### src/rtl/sdes_pkg.sv
// Shared types, sizes and fixed bit permutations for the S-DES data path.
// Permutation position 1 is always the MSB of the operand.
package sdes_pkg;

    localparam int BLK_W  = 8;
    localparam int HALF_W = 4;

    typedef enum logic [2:0] {
        ST_IDLE,
        ST_R1,
        ST_R1X,
        ST_R2,
        ST_R2X,
        ST_OUT
    } state_t;

    // IP = 2 6 3 1 4 8 5 7
    function automatic logic [BLK_W-1:0] ip(input logic [BLK_W-1:0] d);
        return {d[6], d[2], d[5], d[7], d[4], d[0], d[3], d[1]};
    endfunction

    // IP^-1 = 4 1 3 5 7 2 8 6
    function automatic logic [BLK_W-1:0] ip_inv(input logic [BLK_W-1:0] d);
        return {d[4], d[7], d[5], d[3], d[1], d[6], d[0], d[2]};
    endfunction

    // E/P = 4 1 2 3 2 3 4 1, widening one half-block to a full round key width
    function automatic logic [BLK_W-1:0] ep(input logic [HALF_W-1:0] r);
        return {r[0], r[3], r[2], r[1], r[2], r[1], r[0], r[3]};
    endfunction

    // P4 = 2 4 3 1
    function automatic logic [HALF_W-1:0] p4(input logic [HALF_W-1:0] s);
        return {s[2], s[0], s[1], s[3]};
    endfunction

endpackage

### src/rtl/sdes_fk.sv
// Combinational S-DES round function F(R,K) = P4(S(EP(R) ^ K)).
// One instance is shared by both rounds; the caller muxes the key.
module sdes_fk
    import sdes_pkg::*;
(
    input  logic [HALF_W-1:0] r,
    input  logic [BLK_W-1:0]  key,
    output logic [HALF_W-1:0] f
);

    logic [BLK_W-1:0]  x;
    logic [HALF_W-1:0] s;

    assign x = ep(r) ^ key;

    sdes_sbox u_sbox (
        .x (x),
        .y (s)
    );

    assign f = p4(s);

endmodule

### src/rtl/sdes_sbox.sv
// Paired S-DES S-box lookup: S0 on x[7:4], S1 on x[3:0], output {s0, s1}.
// Row is the outer bit pair of each nibble, column the inner pair.
module sdes_sbox (
    input  logic [7:0] x,
    output logic [3:0] y
);

    logic [1:0] s0;
    logic [1:0] s1;

    // NOTE: default assignment ahead of the case keeps this purely combinational (no latch).
    always_comb begin
        s0 = 2'd0;
        case ({x[7], x[4], x[6], x[5]})
            4'b0000: s0 = 2'd1;
            4'b0001: s0 = 2'd0;
            4'b0010: s0 = 2'd3;
            4'b0011: s0 = 2'd2;
            4'b0100: s0 = 2'd3;
            4'b0101: s0 = 2'd2;
            4'b0110: s0 = 2'd1;
            4'b0111: s0 = 2'd0;
            4'b1000: s0 = 2'd0;
            4'b1001: s0 = 2'd2;
            4'b1010: s0 = 2'd1;
            4'b1011: s0 = 2'd3;
            4'b1100: s0 = 2'd3;
            4'b1101: s0 = 2'd1;
            4'b1110: s0 = 2'd3;
            4'b1111: s0 = 2'd2;
            default: s0 = 2'd0;
        endcase
    end

    always_comb begin
        s1 = 2'd0;
        case ({x[3], x[0], x[2], x[1]})
            4'b0000: s1 = 2'd0;
            4'b0001: s1 = 2'd1;
            4'b0010: s1 = 2'd2;
            4'b0011: s1 = 2'd3;
            4'b0100: s1 = 2'd2;
            4'b0101: s1 = 2'd0;
            4'b0110: s1 = 2'd1;
            4'b0111: s1 = 2'd3;
            4'b1000: s1 = 2'd3;
            4'b1001: s1 = 2'd0;
            4'b1010: s1 = 2'd1;
            4'b1011: s1 = 2'd0;
            4'b1100: s1 = 2'd2;
            4'b1101: s1 = 2'd1;
            4'b1110: s1 = 2'd0;
            4'b1111: s1 = 2'd3;
            default: s1 = 2'd0;
        endcase
    end

    assign y = {s0, s1};

endmodule

### src/rtl/sdes_feistel_core.sv
// Iterative S-DES block core: IP, fk(ka), SW, fk(kb), IP^-1, one round per
// state (two when SBOX_REG=1), result held on a valid/ready output.
module sdes_feistel_core
    import sdes_pkg::*;
#(
    parameter int SBOX_REG = 0,
    parameter int CNT_W    = 16
) (
    input  logic             clk,
    input  logic             rst,
    input  logic             in_valid,
    output logic             in_ready,
    input  logic [BLK_W-1:0] in_data,
    input  logic             decrypt,
    input  logic [BLK_W-1:0] k1,
    input  logic [BLK_W-1:0] k2,
    output logic             out_valid,
    input  logic             out_ready,
    output logic [BLK_W-1:0] out_data,
    output logic             busy,
    output logic [CNT_W-1:0] blk_count
);

    state_t            state;
    logic [HALF_W-1:0] l_half;
    logic [HALF_W-1:0] r_half;
    logic [BLK_W-1:0]  ka;
    logic [BLK_W-1:0]  kb;
    logic [HALF_W-1:0] f_reg;
    logic [BLK_W-1:0]  k_round;
    logic [HALF_W-1:0] f_now;
    logic [HALF_W-1:0] f_use;
    logic [HALF_W-1:0] l_next;

    // Only R1 needs ka; in every other state the fk output is either unused or round 2.
    assign k_round = (state == ST_R1) ? ka : kb;

    sdes_fk u_fk (
        .r   (r_half),
        .key (k_round),
        .f   (f_now)
    );

    // The X states finish a round from the registered S-box result.
    assign f_use  = (state == ST_R1X || state == ST_R2X) ? f_reg : f_now;
    assign l_next = l_half ^ f_use;

    assign in_ready  = (state == ST_IDLE);
    assign busy      = (state != ST_IDLE);
    assign out_valid = (state == ST_OUT);

    // NOTE: state is updated with non-blocking assignments so every register samples pre-edge values.
    always_ff @(posedge clk or posedge rst) begin
        if (rst) begin
            state     <= ST_IDLE;
            l_half    <= '0;
            r_half    <= '0;
            ka        <= '0;
            kb        <= '0;
            f_reg     <= '0;
            out_data  <= '0;
            blk_count <= '0;
        end else begin
            case (state)
                ST_IDLE: begin
                    if (in_valid) begin
                        {l_half, r_half} <= ip(in_data);
                        ka               <= decrypt ? k2 : k1;
                        kb               <= decrypt ? k1 : k2;
                        state            <= ST_R1;
                    end
                end

                // Round 1 includes the SW: halves cross over as they are updated.
                ST_R1: begin
                    if (SBOX_REG != 0) begin
                        f_reg <= f_now;
                        state <= ST_R1X;
                    end else begin
                        l_half <= r_half;
                        r_half <= l_next;
                        state  <= ST_R2;
                    end
                end

                ST_R1X: begin
                    l_half <= r_half;
                    r_half <= l_next;
                    state  <= ST_R2;
                end

                ST_R2: begin
                    if (SBOX_REG != 0) begin
                        f_reg <= f_now;
                        state <= ST_R2X;
                    end else begin
                        l_half   <= l_next;
                        out_data <= ip_inv({l_next, r_half});
                        state    <= ST_OUT;
                    end
                end

                ST_R2X: begin
                    l_half   <= l_next;
                    out_data <= ip_inv({l_next, r_half});
                    state    <= ST_OUT;
                end

                ST_OUT: begin
                    if (out_ready) begin
                        blk_count <= blk_count + CNT_W'(1);
                        state     <= ST_IDLE;
                    end
                end

                default: state <= ST_IDLE;
            endcase
        end
    end

endmodule

### config.mk
export PLATFORM = sky130hd
export DESIGN_NAME = sdes_feistel_core
export DESIGN_NICKNAME = d
export VERILOG_FILES = /design/src/rtl/sdes_pkg.sv /design/src/rtl/sdes_fk.sv /design/src/rtl/sdes_sbox.sv /design/src/rtl/sdes_feistel_core.sv
export SDC_FILE = /design/constraint.sdc
export NUM_CORES = 1
export LEC_CHECK = 0
export BUFFER_PORTS_ARGS = -buffer_cell sky130_fd_sc_hd__buf_2
export CORE_ASPECT_RATIO = 1.25
export CORE_MARGIN = 10
export CORE_UTILIZATION = 55
export DETAILED_ROUTE_END_ITERATION = 10
export PLACE_DENSITY = 0.8
export SYNTH_ARGS = -nofsm -noshare
export SYNTH_HDL_FRONTEND = slang
export SYNTH_HIERARCHICAL = 1
export SYNTH_SLANG_ARGS = --single-unit
### constraint.sdc
create_clock -name clk -period 3.6 [get_ports clk]
set_clock_uncertainty 0.2 [all_clocks]
set_input_delay 0.54 -clock clk [delete_from_list [all_inputs] [get_ports clk]]
set_output_delay 0.54 -clock clk [all_outputs]
set_load 0.01 [all_outputs]
# Yosys cells after proc, flatten, opt, wreduce, memory -nomap -nowiden
# Memories as Yosys holds them, arrays and structs flattened.
# Cells that the tools add are included.
# Widths: inputs -> output; s select.
dict set report classes {
  n_eq_ne 7
  n_addsub 1
  bitwise 2
  n_reduce_logical 12
  muxes 11
}
# operator count
set op_table {}
lappend op_table {{$mux 8} 3}
lappend op_table {{$add 16x1->16 const B} 1}
lappend op_table {{$mux 4} 3}
lappend op_table {{$pmux 3 s4} 1}
lappend op_table {{$pmux 4 s3} 1}
lappend op_table {{$reduce_and 2->1} 5}
lappend op_table {{$pmux 4 s2} 1}
lappend op_table {{$xor 8x8->8} 1}
lappend op_table {{$eq 3x2->1 const B} 2}
lappend op_table {{$eq 3x3->1 const B} 2}
lappend op_table {{$mux 3} 2}
lappend op_table {{$reduce_bool 3->1} 2}
lappend op_table {{$reduce_or 2->1} 2}
lappend op_table {{$xor 4x4->4} 1}
lappend op_table {{$eq 3x1->1 const B} 1}
lappend op_table {{$logic_not 3->1} 1}
lappend op_table {{$ne 2x1->1 const B} 1}
lappend op_table {{$ne 2x2->1 const B} 1}
lappend op_table {{$reduce_bool 2->1} 1}
lappend op_table {{$logic_or 1x1->1} 1}
dict set report totals {
  reg_bits 51
  memories 2
  in_bits 29
  rom_bits 64
}
# name words word_bits rd rd_ports_with_merged_regs write_ports line
set memory_table {}
lappend memory_table {{(name not given)} 16 2 1 0 0 sdes_sbox.sv:37} ;# case ({x[3], x[0], x[2], x[1]})
lappend memory_table {{(name not given)} 16 2 1 0 0 sdes_sbox.sv:14} ;# case ({x[7], x[4], x[6], x[5]})

# Logic depth before layout (Yosys ltp)
# An unclocked memory read counts as a cell.
dict set report logic_depth {
  ltp_word 7
  mapped_depth 13
}

# Modules after synthesis
# The synthesis kept the hierarchy.
# module cells_each area_each_um2 n_inst
set by_module_without_submodules {}
lappend by_module_without_submodules {sdes_feistel_core 235 2662.6 1}
lappend by_module_without_submodules {sdes_sbox 17 140.1 1}
lappend by_module_without_submodules {sdes_fk 8 70.1 1}

# Worst setup path after synthesis
# Ideal clock, no wire load.
dict set report synth_timing {
  path_type {register to register}
  startpoint {reg state[2]}
  endpoint {reg l_half[0]}
  path_slack_ps 573
  t_arrival_ps 2687
  path_stages_with_launch 12
  cell_sequence {dfrtp_1 buf_6 buf_2 nor3b_2 mux2_2 xor2_1 and4b_1 nor4_2 xnor2_1 o2bb2ai_1 o21ai_0 a31oi_1}
}
dict set report synth_via {
  elab_chain_len 7
  word_cells_on_any_way 17
  cone_classes {eq/ne (5); mux (3); bitwise (2); reduce/logical (6); memory (1)}
}
# item line
set synth_lines {}
lappend synth_lines {{from (decl)} sdes_feistel_core.sv:24} ;# state_t state;
lappend synth_lines {{from (signal assigned)} sdes_feistel_core.sv:55} ;# state <= ST_IDLE;
lappend synth_lines {{from (signal assigned)} sdes_feistel_core.sv:70} ;# state <= ST_R1;
lappend synth_lines {{from (signal assigned)} sdes_feistel_core.sv:78} ;# state <= ST_R1X;
lappend synth_lines {{$eq 3x1->1} sdes_feistel_core.sv:36} ;# assign k_round = (state == ST_R1) ? ka : kb;
lappend synth_lines {{$mux 8} sdes_feistel_core.sv:36}
lappend synth_lines {{named net k_round[6]} sdes_feistel_core.sv:30} ;# logic [BLK_W-1:0] k_round;
lappend synth_lines {{$xor 8x8->8} sdes_fk.sv:14} ;# assign x = ep(r) ^ key;
lappend synth_lines {{named net u_fk.x[6]} sdes_fk.sv:11} ;# logic [BLK_W-1:0] x;
lappend synth_lines {{$mem_v2 16x2} -}
lappend synth_lines {{named net f_now[0]} sdes_feistel_core.sv:31} ;# logic [HALF_W-1:0] f_now;
lappend synth_lines {{$mux 4} sdes_feistel_core.sv:45} ;# assign f_use = (state == ST_R1X || state == ST_R2X) ? f_reg : f_now;
lappend synth_lines {{$xor 4x4->4} sdes_feistel_core.sv:46} ;# assign l_next = l_half ^ f_use;
lappend synth_lines {{$pmux 4 s3} sdes_feistel_core.sv:64} ;# case (state)
lappend synth_lines {{to (signal assigned)} sdes_feistel_core.sv:67} ;# {l_half, r_half} <= ip(in_data);
lappend synth_lines {{to (signal assigned)} sdes_feistel_core.sv:80} ;# l_half <= r_half;
lappend synth_lines {{to (signal assigned)} sdes_feistel_core.sv:87} ;# l_half <= r_half;
lappend synth_lines {{to (decl)} sdes_feistel_core.sv:25} ;# logic [HALF_W-1:0] l_half;
# The timed path passes the listed nets, and every way through them passes these cells.
# A chain may end at the register's enable or synchronous reset.

# Worst setup path in the final report
dict set report layout_timing {
  startpoint {reg state[0]}
  endpoint {reg l_half[1]}
}
dict set report layout_via {
  elab_chain_len 7
  word_cells_on_any_way 17
  cone_classes {eq/ne (5); mux (3); bitwise (2); reduce/logical (6); memory (1)}
}
# item line
set layout_lines {}
lappend layout_lines {{$eq 3x1->1} sdes_feistel_core.sv:36}
lappend layout_lines {{$mux 8} sdes_feistel_core.sv:36}
lappend layout_lines {{named net k_round[2]} sdes_feistel_core.sv:30}
lappend layout_lines {{$xor 8x8->8} sdes_fk.sv:14}
lappend layout_lines {{named net u_fk.x[2]} sdes_fk.sv:11}
lappend layout_lines {{$mem_v2 16x2} -}
lappend layout_lines {{named net f_now[1]} sdes_feistel_core.sv:31}
lappend layout_lines {{$mux 4} sdes_feistel_core.sv:45}
lappend layout_lines {{$xor 4x4->4} sdes_feistel_core.sv:46}
lappend layout_lines {{$pmux 4 s3} sdes_feistel_core.sv:64}
# The timed path passes the listed nets, and every way through them passes these cells.

==> results.py <==
metrics = {
    "power_and_ir_drop": {
        "p_leak_nw": 1.50,
        "ir_drop_mv": 0.407,
        "pwr_density_cell_mw_per_mm2": 967,
        "pwr-share-comb_pct": 56.7,
        "p_clk_share_pct": 11.1,
        "pwr-share-seq_pct": 32.2,
        "p_switching_mw": 1.34,
        "power.total_mw": 3.11,
        "internal-power_mw": 1.77,
        "power_switching_share_pct": 43.0,
    },
    "synthesis": {
        "netlist_area_sq_mm": 0.00287,
        "ys_warn_count": 14,
        "syn_area_per_cell_sq_um": 11.0,
        "synth.top_cells.by_count": "dfrtp_1, nor2_1, mux2i_1, xor2_1, a21oi_2",
        "ys_seq_area_share_pct": 44.4,
        "synth_cell_types": 50,
        "synth_top_area_share_pct": 44.4,
        "yosysTopAreaCell": "dfrtp_1",
        "synthTopCellsByArea": "dfrtp_1, mux2i_1, mux2_2",
        "synth.ff_latch_count": 51,
        "async_flop_share_pct": 100,
        "synth-main-ff-cell": "dfrtp_1",
        "netlist_instances": 260,
        "yosysMostFrequentCell": "dfrtp_1",
        "syn_nets": 291,
        "synth-edff-count": 0,
    },
    "clock_tree": {
        "numCtsBuffers": 5,
        "cts_buffer_depth": 2,
        "cts_tree": "done",
        "hold_buffers": 0,
        "cts_setup_buffers": 0,
        "clk_latency_ns": 0.30,
        "h-tree-depth": 2,
        "root_buffer": "clkbuf_8",
        "ctsResizeCount": 0,
        "clk_pin_slew_ns": 0.09,
        "cts_sinks": 51,
    },
    "die": {
        "initial_core_util_pct": 56.6,
        "dieArea_sq_mm": 0.00853,
        "ios": 56,
        "die_y_microns": 101,
        "coreArea_sq_mm": 0.00508,
        "die_x_microns": 84.6,
        "row_count": 29,
    },
    "worst_setup_path": {
        "r2r_slack_ns": 0.43,
        "path_class": "reg2reg",
        "r2r_start": "state[0]",
        "path_depth": 12,
        "r2r-end": "l_half[1]",
        "r2r_cells": 12,
        "cp_max_fo": 13,
        "cp-startpoint": "state[0]",
        "cpPeakStageDelay_ns": 0.54,
        "critPathLaunchType": "flop",
        "crit_chain": "nor3b_2, buf_4, mux2_2, xor2_1, inv_1, ha_1, mux2i_1, mux2i_1, xnor2_1, o2bb2ai_1, o21ai_0, a31oi_1",
        "required_ns": 3.57,
        "critPathTopFamily": "XOR/XNOR gates",
        "endpoint": "l_half[1]",
        "cp.arrival_ns": 3.14,
        "critPathSlowestCell": "dfrtp_1",
        "cpMostUsedCell": "mux2i_1",
        "critPathBufInv": 2,
        "timing.critical_path.to_type": "flop",
    },
    "cells_and_area": {
        "n_antenna_cell": 0,
        "seq_area_sq_mm": 0.00128,
        "fillers": 428,
        "multi_input_area_sq_mm": 0.00146,
        "syn_to_final_growth_pct": 12.2,
        "fin_util_pct": 63.4,
        "drive_gt1_share_pct": 34.2,
        "instances_no_fill": 375,
        "layout.nets": 343,
    },
    "sta": {
        "fmax_ghz": 0.315,
        "final-hold-violation-count": 0,
        "worstMarginPinSlew_ns": 1.06,
        "finalCriticalPeriod_ns": 3.17,
        "rsz0062_at_grt": "no",
        "fin_setup_tns_ns": 0,
        "fin_ws_ns": 0.428,
        "finalCritPeriodShare_pct": 88.1,
        "relSlewSlack_pct": 29.2,
        "setup_viol": 0,
        "drv_slew": 0,
    },
    "hold_path": {
        "hp-class": "in2reg",
        "hold_depth": 2,
    },
    "placed_design": {
        "pre_cts_slack_ns": 0.528,
        "finalWeightedCongestion": 0.805,
        "io_buffer_count": 55,
        "hpwl_microns": 4470,
        "dp.cells": 367,
    },
    "drt": {
        "final_antenna_net_count": 0,
        "avgRoutedWirePerCell_microns": 15.8,
        "first_pass_iters": 4,
        "routed_wl_microns": 5930,
        "vias_per_cell": 5.54,
        "drt_iter0_markers": 160,
        "vias": 2078,
        "drcViolationCount": 0,
    },
    "grt": {
        "antenna_found_initial": 0,
        "grt_usage_pct": 14.3,
        "overflow": 0,
        "grt_pass1_wl_microns": 10200,
        "grt_max_degree": 52,
        "grt_pass1_vias": 2140,
    },
    "run": {
        "maxCapViolCount": 0,
    },
    "run_status": {
        "status": "completed",
    },
}
-- worst min-delay path by stage --
| stage | from | end |
|---|---|---|
| floorplan | ka[7] | ka[7] |
| global placement | blk_count[15] | blk_count[15] |
| detailed placement | blk_count[15] | blk_count[15] |
| CTS | out_ready | state[2] |
| global route | out_ready | state[2] |
| finish | out_ready | state[2] |
-- routing by layer --
metal / up-vias / GRT usage [%] / wire [microns]
li1: 1026 / - / -
met1: 993 / 17.1 / 2670
met2: 54 / 24.1 / 2920
met3: 5 / 3.16 / 276
met4: 0 / 5.71 / 70
met5: - / 0 / 0
-- area by class of cell --
cell class              instances  share of cell area (%)
multi-input cells             191                    45.3
inverters                       6                   0.699
repair buffers                 57                    9.01
flip-flops and latches         51                    39.6
clock inverters                 1                   0.272
clock buffers                   7                    2.68
well taps                      62                    2.41
-- per-stage QoR --
step                instance area [sq um]  hold WS (ns)
detailed placement                   3130         0.258
finish                               3220         0.238
global placement                     3130         0.258
global route                         3220         0.242
floorplan                            2870         0.282
CTS                                  3220         0.241
-- kinds of logic after synthesis --
| group | synth area share (%) |
|---|---|
| AND/OR/NAND/NOR | 14.4 |
| XOR/XNOR | 8.84 |
| flip-flops | 44.4 |
| AO/OA/AOI/OAI | 11.8 |
| adder cells (fa/ha/maj) | 0.871 |
| buffers and inverters | 4.75 |
| multiplexers | 15.0 |
-- state kept, by name (all words and copies together) (netlist names) --
name	flops
blk_count	16
ka	8
kb	8
l_half	4
out_data	8
r_half	4
state	3
-- cells in the final DEF (no fill, tap or decap), types with 2 or more instances in the layout --
master      n
a31oi_1     3
nand4_1     8
nor2_1     28
mux2i_1    25
buf_4       2
o21bai_1    2
nand2_1     9
o211ai_1    3
o2bb2ai_1   3
and4_1      2
nor3_1      3
nor3b_1     3
and3_1      2
ha_1        2
xor2_1     17
buf_2      55
a21oi_2    15
mux2_2     14
o21ai_0     7
clkbuf_8    6
a21bo_2     2
inv_2       2
inv_1       4
nor4_2      2
and4b_1     2
dfrtp_1    51
a21oi_1     6
nand3_1     3
xnor2_1    12
-- worst register-to-register path, stage by stage (launching register included) --
cell       delay [ns]
dfrtp_1          0.54
nor3b_2          0.23
buf_4            0.19
mux2_2           0.35
xor2_1           0.23
inv_1            0.08
ha_1             0.19
mux2i_1          0.14
mux2i_1          0.10
xnor2_1          0.37
o2bb2ai_1        0.11
o21ai_0          0.19
a31oi_1          0.11
-- power by group through the flow --
| stage | Sequential (mW) | Clock, mW | Combinational, mW |
|---|---|---|---|
| 5_1_grt | 1.04 | 0.370 | 1.98 |
| 2_1_floorplan | 0.973 | 0 | 1.43 |
| 3_3_place_gp | 1.01 | 0 | 1.69 |
| 6_report | 1.00 | 0.346 | 1.77 |
| 3_5_place_dp | 1.01 | 0 | 1.77 |
| 4_1_cts | 1.00 | 0.350 | 1.78 |
Note: power is estimated with default switching activity, not from simulation.
